==> src/rtl/lc3b_types.sv <==
`default_nettype none
// +--------------------------------------------------------------------------+
// | Module   : lc3b_types                                                    |
// | Brief    : Shared LC-3b word type plus fetch-stage state and entry types.|
// | Revision : 1.0                                                           |
// +--------------------------------------------------------------------------+
package lc3b_types;

  typedef logic [15:0] lc3b_word;

  localparam lc3b_word LC3B_RESET_PC = 16'h0000;

  typedef enum logic [1:0] {
    IDLE = 2'd0,
    REQ  = 2'd1,
    DROP = 2'd2
  } fetch_state_t;

  typedef struct packed {
    lc3b_word instr;
    lc3b_word pc;
  } fetch_entry_t;

endpackage
`default_nettype wire

==> src/rtl/lc3b_fetch_unit_if.sv <==
`default_nettype none
// +--------------------------------------------------------------------------+
// | Module   : lc3b_fetch_unit_if                                            |
// | Brief    : Instruction-memory read/resp handshake bundle.                |
// | Revision : 1.0                                                           |
// +--------------------------------------------------------------------------+
interface lc3b_fetch_unit_if;

  lc3b_types::lc3b_word imem_addr;
  logic                 imem_read;
  lc3b_types::lc3b_word imem_rdata;
  logic                 imem_resp;

  modport master (
    output imem_addr,
    output imem_read,
    input  imem_rdata,
    input  imem_resp
  );

  modport slave (
    input  imem_addr,
    input  imem_read,
    output imem_rdata,
    output imem_resp
  );

endinterface
`default_nettype wire

==> src/rtl/fetch_queue.sv <==
`default_nettype none
// +--------------------------------------------------------------------------+
// | Module   : fetch_queue                                                   |
// | Brief    : DEPTH-entry FIFO of fetched {instr, pc} with flush.           |
// | Revision : 1.0                                                           |
// +--------------------------------------------------------------------------+
module fetch_queue
  import lc3b_types::*;
#(
  parameter int DEPTH = 2
) (
  input  logic                         clk,
  input  logic                         reset_n,
  input  logic                         push,
  input  fetch_entry_t                 push_data,
  input  logic                         pop,
  input  logic                         flush,
  output fetch_entry_t                 head,
  output logic                         full,
  output logic                         empty,
  output logic [$clog2(DEPTH+1)-1:0]   count
);

  localparam int c_ptr_w = (DEPTH > 1) ? $clog2(DEPTH) : 1;
  localparam int c_cnt_w = $clog2(DEPTH + 1);

  fetch_entry_t         r_mem [DEPTH];
  logic [c_ptr_w-1:0]   r_head;
  logic [c_ptr_w-1:0]   r_tail;
  logic [c_cnt_w-1:0]   r_count;
  logic                 w_do_push;
  logic                 w_do_pop;

  function automatic logic [c_ptr_w-1:0] f_next(input logic [c_ptr_w-1:0] p);
    return (p == c_ptr_w'(DEPTH - 1)) ? '0 : p + 1'b1;
  endfunction

  assign empty     = (r_count == '0);
  assign full      = (r_count == c_cnt_w'(DEPTH));
  assign count     = r_count;
  assign head      = r_mem[r_head];
  // A push into a full queue is accepted only when the head leaves the same cycle.
  assign w_do_pop  = pop & ~empty;
  assign w_do_push = push & (~full | w_do_pop);

  always_ff @(posedge clk or negedge reset_n) begin
    if (!reset_n) begin
      r_head  <= '0;
      r_tail  <= '0;
      r_count <= '0;
      for (int i = 0; i < DEPTH; i++) begin
        r_mem[i] <= '0;
      end
    end else if (flush) begin
      r_head  <= '0;
      r_tail  <= '0;
      r_count <= '0;
    end else begin
      if (w_do_push) begin
        r_mem[r_tail] <= push_data;
        r_tail        <= f_next(r_tail);
      end
      if (w_do_pop) begin
        r_head <= f_next(r_head);
      end
      r_count <= r_count + c_cnt_w'(w_do_push) - c_cnt_w'(w_do_pop);
    end
  end

endmodule
`default_nettype wire

==> src/rtl/lc3b_fetch_unit.sv <==
`default_nettype none
// +--------------------------------------------------------------------------+
// | Module   : lc3b_fetch_unit                                               |
// | Brief    : LC-3b fetch stage: PC, imem handshake, redirect, instr queue. |
// |            Define FETCH_BYPASS_EN to forward responses to decode when    |
// |            the queue is empty.                                           |
// | Revision : 1.0                                                           |
// +--------------------------------------------------------------------------+
module lc3b_fetch_unit
  import lc3b_types::*;
#(
  parameter lc3b_word RESET_PC = LC3B_RESET_PC,
  parameter int       QDEPTH   = 2
) (
  input  logic               clk,
  input  logic               reset_n,
  lc3b_fetch_unit_if.master  imem,
  input  logic               redirect,
  input  lc3b_word           redirect_pc,
  input  logic               advance,
  output lc3b_word           instr,
  output lc3b_word           instr_pc,
  output logic               instr_valid
);

  localparam int       c_cnt_w    = $clog2(QDEPTH + 1);
  localparam lc3b_word c_pc_mask  = 16'hFFFE;
  localparam lc3b_word c_reset_pc = RESET_PC & c_pc_mask;

  fetch_state_t        r_state;
  lc3b_word            r_fetch_pc;
  lc3b_word            r_imem_addr;
  logic                r_imem_read;

  fetch_entry_t        w_q_head;
  logic                w_q_full;
  logic                w_q_empty;
  logic [c_cnt_w-1:0]  w_q_count;
  lc3b_word            w_redirect_pc;
  logic                w_resp_ok;
  logic                w_push;
  logic                w_pop;
  logic                w_space;
  logic                w_space_after;

  assign imem.imem_addr = r_imem_addr;
  assign imem.imem_read = r_imem_read;

  assign w_redirect_pc = redirect_pc & c_pc_mask;
  assign w_resp_ok     = (r_state == REQ) & imem.imem_resp & ~redirect;
  assign w_pop         = advance & ~w_q_empty & ~redirect;

`ifdef FETCH_BYPASS_EN
  logic w_bypass;
  assign w_bypass    = w_q_empty & w_resp_ok;
  // A forwarded word that decode takes immediately never enters the queue.
  assign w_push      = w_resp_ok & ~(w_bypass & advance);
  assign instr       = w_bypass ? imem.imem_rdata : w_q_head.instr;
  assign instr_pc    = w_bypass ? r_imem_addr     : w_q_head.pc;
  assign instr_valid = ~w_q_empty | w_bypass;
`else
  assign w_push      = w_resp_ok;
  assign instr       = w_q_head.instr;
  assign instr_pc    = w_q_head.pc;
  assign instr_valid = ~w_q_empty;
`endif

  assign w_space       = ~w_q_full | w_pop;
  assign w_space_after = (4'(w_q_count) + 4'(w_push) - 4'(w_pop)) < 4'(QDEPTH);

  fetch_queue #(
    .DEPTH (QDEPTH)
  ) u_fetch_queue (
    .clk       (clk),
    .reset_n   (reset_n),
    .push      (w_push),
    .push_data ({imem.imem_rdata, r_imem_addr}),
    .pop       (w_pop),
    .flush     (redirect),
    .head      (w_q_head),
    .full      (w_q_full),
    .empty     (w_q_empty),
    .count     (w_q_count)
  );

  always_ff @(posedge clk or negedge reset_n) begin
    if (!reset_n) begin
      r_state     <= IDLE;
      r_fetch_pc  <= c_reset_pc;
      r_imem_addr <= c_reset_pc;
      r_imem_read <= 1'b0;
    end else begin
      case (r_state)
        IDLE: begin
          if (redirect) begin
            r_fetch_pc <= w_redirect_pc;
          end else if (w_space) begin
            r_state     <= REQ;
            r_imem_addr <= r_fetch_pc;
            r_imem_read <= 1'b1;
          end
        end
        REQ: begin
          if (redirect) begin
            r_fetch_pc <= w_redirect_pc;
            // Memory cannot abort a read: keep the request up and drain it in DROP.
            if (imem.imem_resp) begin
              r_state     <= IDLE;
              r_imem_read <= 1'b0;
            end else begin
              r_state <= DROP;
            end
          end else if (imem.imem_resp) begin
            r_fetch_pc <= r_imem_addr + 16'd2;
            if (w_space_after) begin
              r_imem_addr <= r_imem_addr + 16'd2;
            end else begin
              r_state     <= IDLE;
              r_imem_read <= 1'b0;
            end
          end
        end
        DROP: begin
          if (redirect) begin
            r_fetch_pc <= w_redirect_pc;
          end
          if (imem.imem_resp) begin
            r_state     <= IDLE;
            r_imem_read <= 1'b0;
          end
        end
        default: begin
          r_state     <= IDLE;
          r_imem_read <= 1'b0;
        end
      endcase
    end
  end

endmodule
`default_nettype wire

==> src/flat_wrapper.sv <==
// flat-port wrapper written by rule: the top's interface ports become plain ports
module lc3b_fetch_unit_flat import lc3b_types::*;
#(
  parameter lc3b_word RESET_PC = LC3B_RESET_PC,
  parameter int       QDEPTH   = 2
)
  (clk, reset_n, redirect, redirect_pc, advance, instr, instr_pc, instr_valid, imem_imem_addr, imem_imem_read, imem_imem_rdata, imem_imem_resp);
  lc3b_fetch_unit_if imem_i ();
  input  logic clk;
  input  logic reset_n;
  input  logic redirect;
  input  lc3b_word redirect_pc;
  input  logic advance;
  output lc3b_word instr;
  output lc3b_word instr_pc;
  output logic instr_valid;
  output wire logic [$bits(imem_i.imem_addr)-1:0] imem_imem_addr;
  output wire logic [$bits(imem_i.imem_read)-1:0] imem_imem_read;
  input wire logic [$bits(imem_i.imem_rdata)-1:0] imem_imem_rdata;
  input wire logic [$bits(imem_i.imem_resp)-1:0] imem_imem_resp;
  assign imem_imem_addr = imem_i.imem_addr;
  assign imem_imem_read = imem_i.imem_read;
  assign imem_i.imem_rdata = imem_imem_rdata;
  assign imem_i.imem_resp = imem_imem_resp;
  lc3b_fetch_unit #(.RESET_PC(RESET_PC), .QDEPTH(QDEPTH)) u_core (.clk(clk), .reset_n(reset_n), .imem(imem_i), .redirect(redirect), .redirect_pc(redirect_pc), .advance(advance), .instr(instr), .instr_pc(instr_pc), .instr_valid(instr_valid));
endmodule
==> config.mk <==
export PLATFORM = sky130hd
export DESIGN_NAME = lc3b_fetch_unit_flat
export DESIGN_NICKNAME = d
export VERILOG_FILES = /design/src/rtl/lc3b_types.sv /design/src/rtl/lc3b_fetch_unit_if.sv /design/src/rtl/fetch_queue.sv /design/src/rtl/lc3b_fetch_unit.sv /design/src/flat_wrapper.sv
export SDC_FILE = /design/constraint.sdc
export NUM_CORES = 1
export LEC_CHECK = 0
export CORE_UTILIZATION = 54
export DETAILED_ROUTE_END_ITERATION = 10
export PLACE_DENSITY = 0.81
export SETUP_SLACK_MARGIN = 0.1
export SYNTH_ARGS = -nofsm -noshare
export SYNTH_HDL_FRONTEND = slang
export SYNTH_SLANG_ARGS = --single-unit
==> constraint.sdc <==
create_clock -name clk -period 3.9 [get_ports clk]
set_clock_uncertainty 0.05 [all_clocks]
set_input_delay 0.585 -clock clk [delete_from_list [all_inputs] [get_ports clk]]
set_output_delay 0.585 -clock clk [all_outputs]
set_load 0.05 [all_outputs]
==> impl_metrics.ini <==
[run_status]
outcome = complete, no violations

[detailed_routing]
drc = 0
vias = 3776
drt_first_pass_iters = 4
drt-total-wl_mm = 11.48
wl_per_cell_um = 17.60
vias_per_cell = 5.791
dr.first_iter.drc_count = 170
postRouteAntennaNets = 0

[synth]
ys_warn_count = 0
synth_top_area_cell = dfrtp_1
postSynthCellCount = 437
ys_seq_area_share_pct = 48.62
synth_edf_count = 0
synth_top_area_share_pct = 48.62
synth_area_um2 = 5301
avgSynthCellArea_um2 = 12.13
ys_types = 55
synth_top_flop_cell = dfrtp_1
syn_nets = 482
ys_seq_elements = 103
yosys-top-cells-area = dfrtp_1, mux2_2, mux2_4
async_flop_share_pct = 100.0

[setup_path]
cp_slowest_cell = or3_2
arrival_ns = 3.39
timing.critical_path.buf_inv = 5
cp_max_fo = 4
required_ns = 4.07
critPathTopFamily = simple AND/OR/NAND/NOR gates
cp_cell_sequence = clkdlybuf4s50_1, inv_1, nand3_1, inv_1, ha_1, inv_1, ha_1, inv_1, ha_1, xnor2_1, nand4_1, or3_2, nor2_2, a311oi_1
startpoint_type = input pin
end_kind = flip-flop
cpMostUsedCell = inv_1
path_class = in -> reg
cp_slowest_stage_delay_ns = 0.53

[clock_tree]
cts-buffers-inserted = 9
clockBufferDepth = 2
htree_levels = 3
cts_sinks = 103
cts_hold_buffers = 0
clkLatencyLatePin_ns = 0.36
post_cts_buffers = 0
clkSlewWorstSetupHoldPaths_ns = 0.10
cts_tree = yes
ctsResizeCount = 0
cts_root_buf = clkbuf_8

[grt]
track_usage_pct = 23.32
first_global_vias = 3730
grt_max_degree = 58
grt_pass1_wl_mm = 18.32
grt_overflow_total = 0
antenna_found_initial = 0

[timing]
timing.setup.tns_ns = 0
hold_viol = 0
fin_crit_ns = 3.218
slew_violations = 0
fmax_mhz = 310.8
slew_headroom_pct = 47.29
rsz0062_at_grt = false
worst_slew_pin_slew_ns = 0.7906
setup_viol = 0
fin_crit_sh_pct = 82.50

[die]
die_x_um = 101.1
die_area_um2 = 10220
rows = 35
fp.dieH_um = 101.1
io_pins = 87
coreArea_um2 = 9371
start_util_pct = 56.57

[power]
power_mw = 4.510
leakage_nw = 2.811
powerDensity_nw_per_um2 = 699.5
max-vdd-ir-drop_uv = 497.7

[cells_and_area]
final_area_um2 = 6447
antenna_cells = 0
drive_gt1_share_pct = 26.58
final_cells = 652
layout_common_cells = dfrtp_1, clkdlybuf4s50_1, mux2_2
layout.nets = 563
final_common_cell = dfrtp_1
syn_to_final_growth_pct = 21.62

[placement]
port_buffers = 85
routabilityCongestion = 0.8800
dp_hpwl_mm = 7.823
dp_cells = 636
placed_cell_area_um2 = 6250

[run]
drv_cap = 0

[hold_path]
hold_class = in -> async
synthesized netlist by cell type (5+ instances only):
cell / count
a21oi_1: 9
nand3_1: 7
o21ai_0: 21
mux2_2: 67
nor2_1: 26
a32o_1: 6
buf_2: 6
inv_1: 9
clkbuf_1: 11
nor3_1: 5
a32oi_1: 8
xor2_1: 8
buf_4: 8
xnor2_1: 9
nand2_1: 28
nand2b_1: 5
dfrtp_1: 103
ha_1: 8
mux2_4: 30
final cells by class:
class | count | area (µm²)
Clock buffer | 10 | 127.6
Clock inverter | 6 | 70.07
Fill cell | 704 | 2924
Inverter | 10 | 37.54
Multi-Input combinational cell | 294 | 2512
Sequential cell | 103 | 2577
Tap cell | 129 | 161.4
Timing Repair Buffer | 100 | 960.9
registers in the layout (all words and copies together), names as in the netlist:
signal	count
u_core.u_fetch_queue.r_mem	64
u_core.r_fetch_pc	16
u_core.imem.imem_read	1
u_core.u_fetch_queue.r_tail	1
u_core.u_fetch_queue.r_head	1
u_core.imem.imem_addr	16
u_core.u_fetch_queue.count	2
u_core.r_state	2
worst paths after layout:
check                                                 end  slack, ns  cells past startpoint            startpoint
setup / recovery                 u_core.imem.imem_addr[4]       0.68                     14              redirect
hold / removal             u_core.u_fetch_queue.r_mem[18]       0.21                      1               reset_n
setup reg to reg                 u_core.imem.imem_addr[4]       0.72                     13     u_core.r_state[0]
hold reg to reg                      u_core.r_fetch_pc[0]       0.44                      2  u_core.r_fetch_pc[0]
max in group asynchronous  u_core.u_fetch_queue.r_mem[61]       2.75                      2               reset_n
min in group clk                     u_core.r_fetch_pc[0]       0.44                      2  u_core.r_fetch_pc[0]
worst reg2reg max path, stage by stage, from the launching register on:
cell	delay (ns)
dfrtp_1	0.54
nor2b_1	0.23
nand3_1	0.13
inv_1	0.08
ha_1	0.17
inv_1	0.07
ha_1	0.27
inv_1	0.04
ha_1	0.17
xnor2_1	0.21
nand4_1	0.21
or3_2	0.53
nor2_2	0.20
a311oi_1	0.13
metrics by stage:
step / worst slack, ns / util, % / hold slack, ns
2_1_floorplan: 0.7724 / - / 0.2394
3_3_place_gp: 0.4267 / 66.69 / 0.4052
3_5_place_dp: 0.3497 / 66.69 / 0.4115
4_1_cts: 0.7240 / 68.80 / 0.2285
5_1_grt: 0.5682 / 68.80 / 0.2375
6_report: 0.6824 / 68.80 / 0.2122
where the power goes:
part	leakage (nW)	switching, mW	internal, mW
logic	1.42	1.25	0.900
registers	1.30	0.315	1.38
clock network	0.0891	0.365	0.300
cell families after synthesis:
| family | synth area share (%) |
|---|---|
| adders and majority gates | 1.888 |
| buffers and inverters | 3.988 |
| AOI/OAI and AO/OA | 9.913 |
| xor gates and xnor gates | 2.809 |
| and+or+nand+nor | 9.299 |
| DFF | 48.62 |
| muxes | 23.48 |
layer usage:
| layer | vias up | global-route usage, % | share of wire (%) |
|---|---|---|---|
| met5 | - | 0 | 0 |
| met4 | 0 | 8.250 | 1.9 |
| met3 | 21 | 5.756 | 5.8 |
| met2 | 129 | 37.83 | 48 |
| met1 | 1894 | 30.46 | 44 |
| li1 | 1732 | - | - |
(Power assumes the default switching activity.)
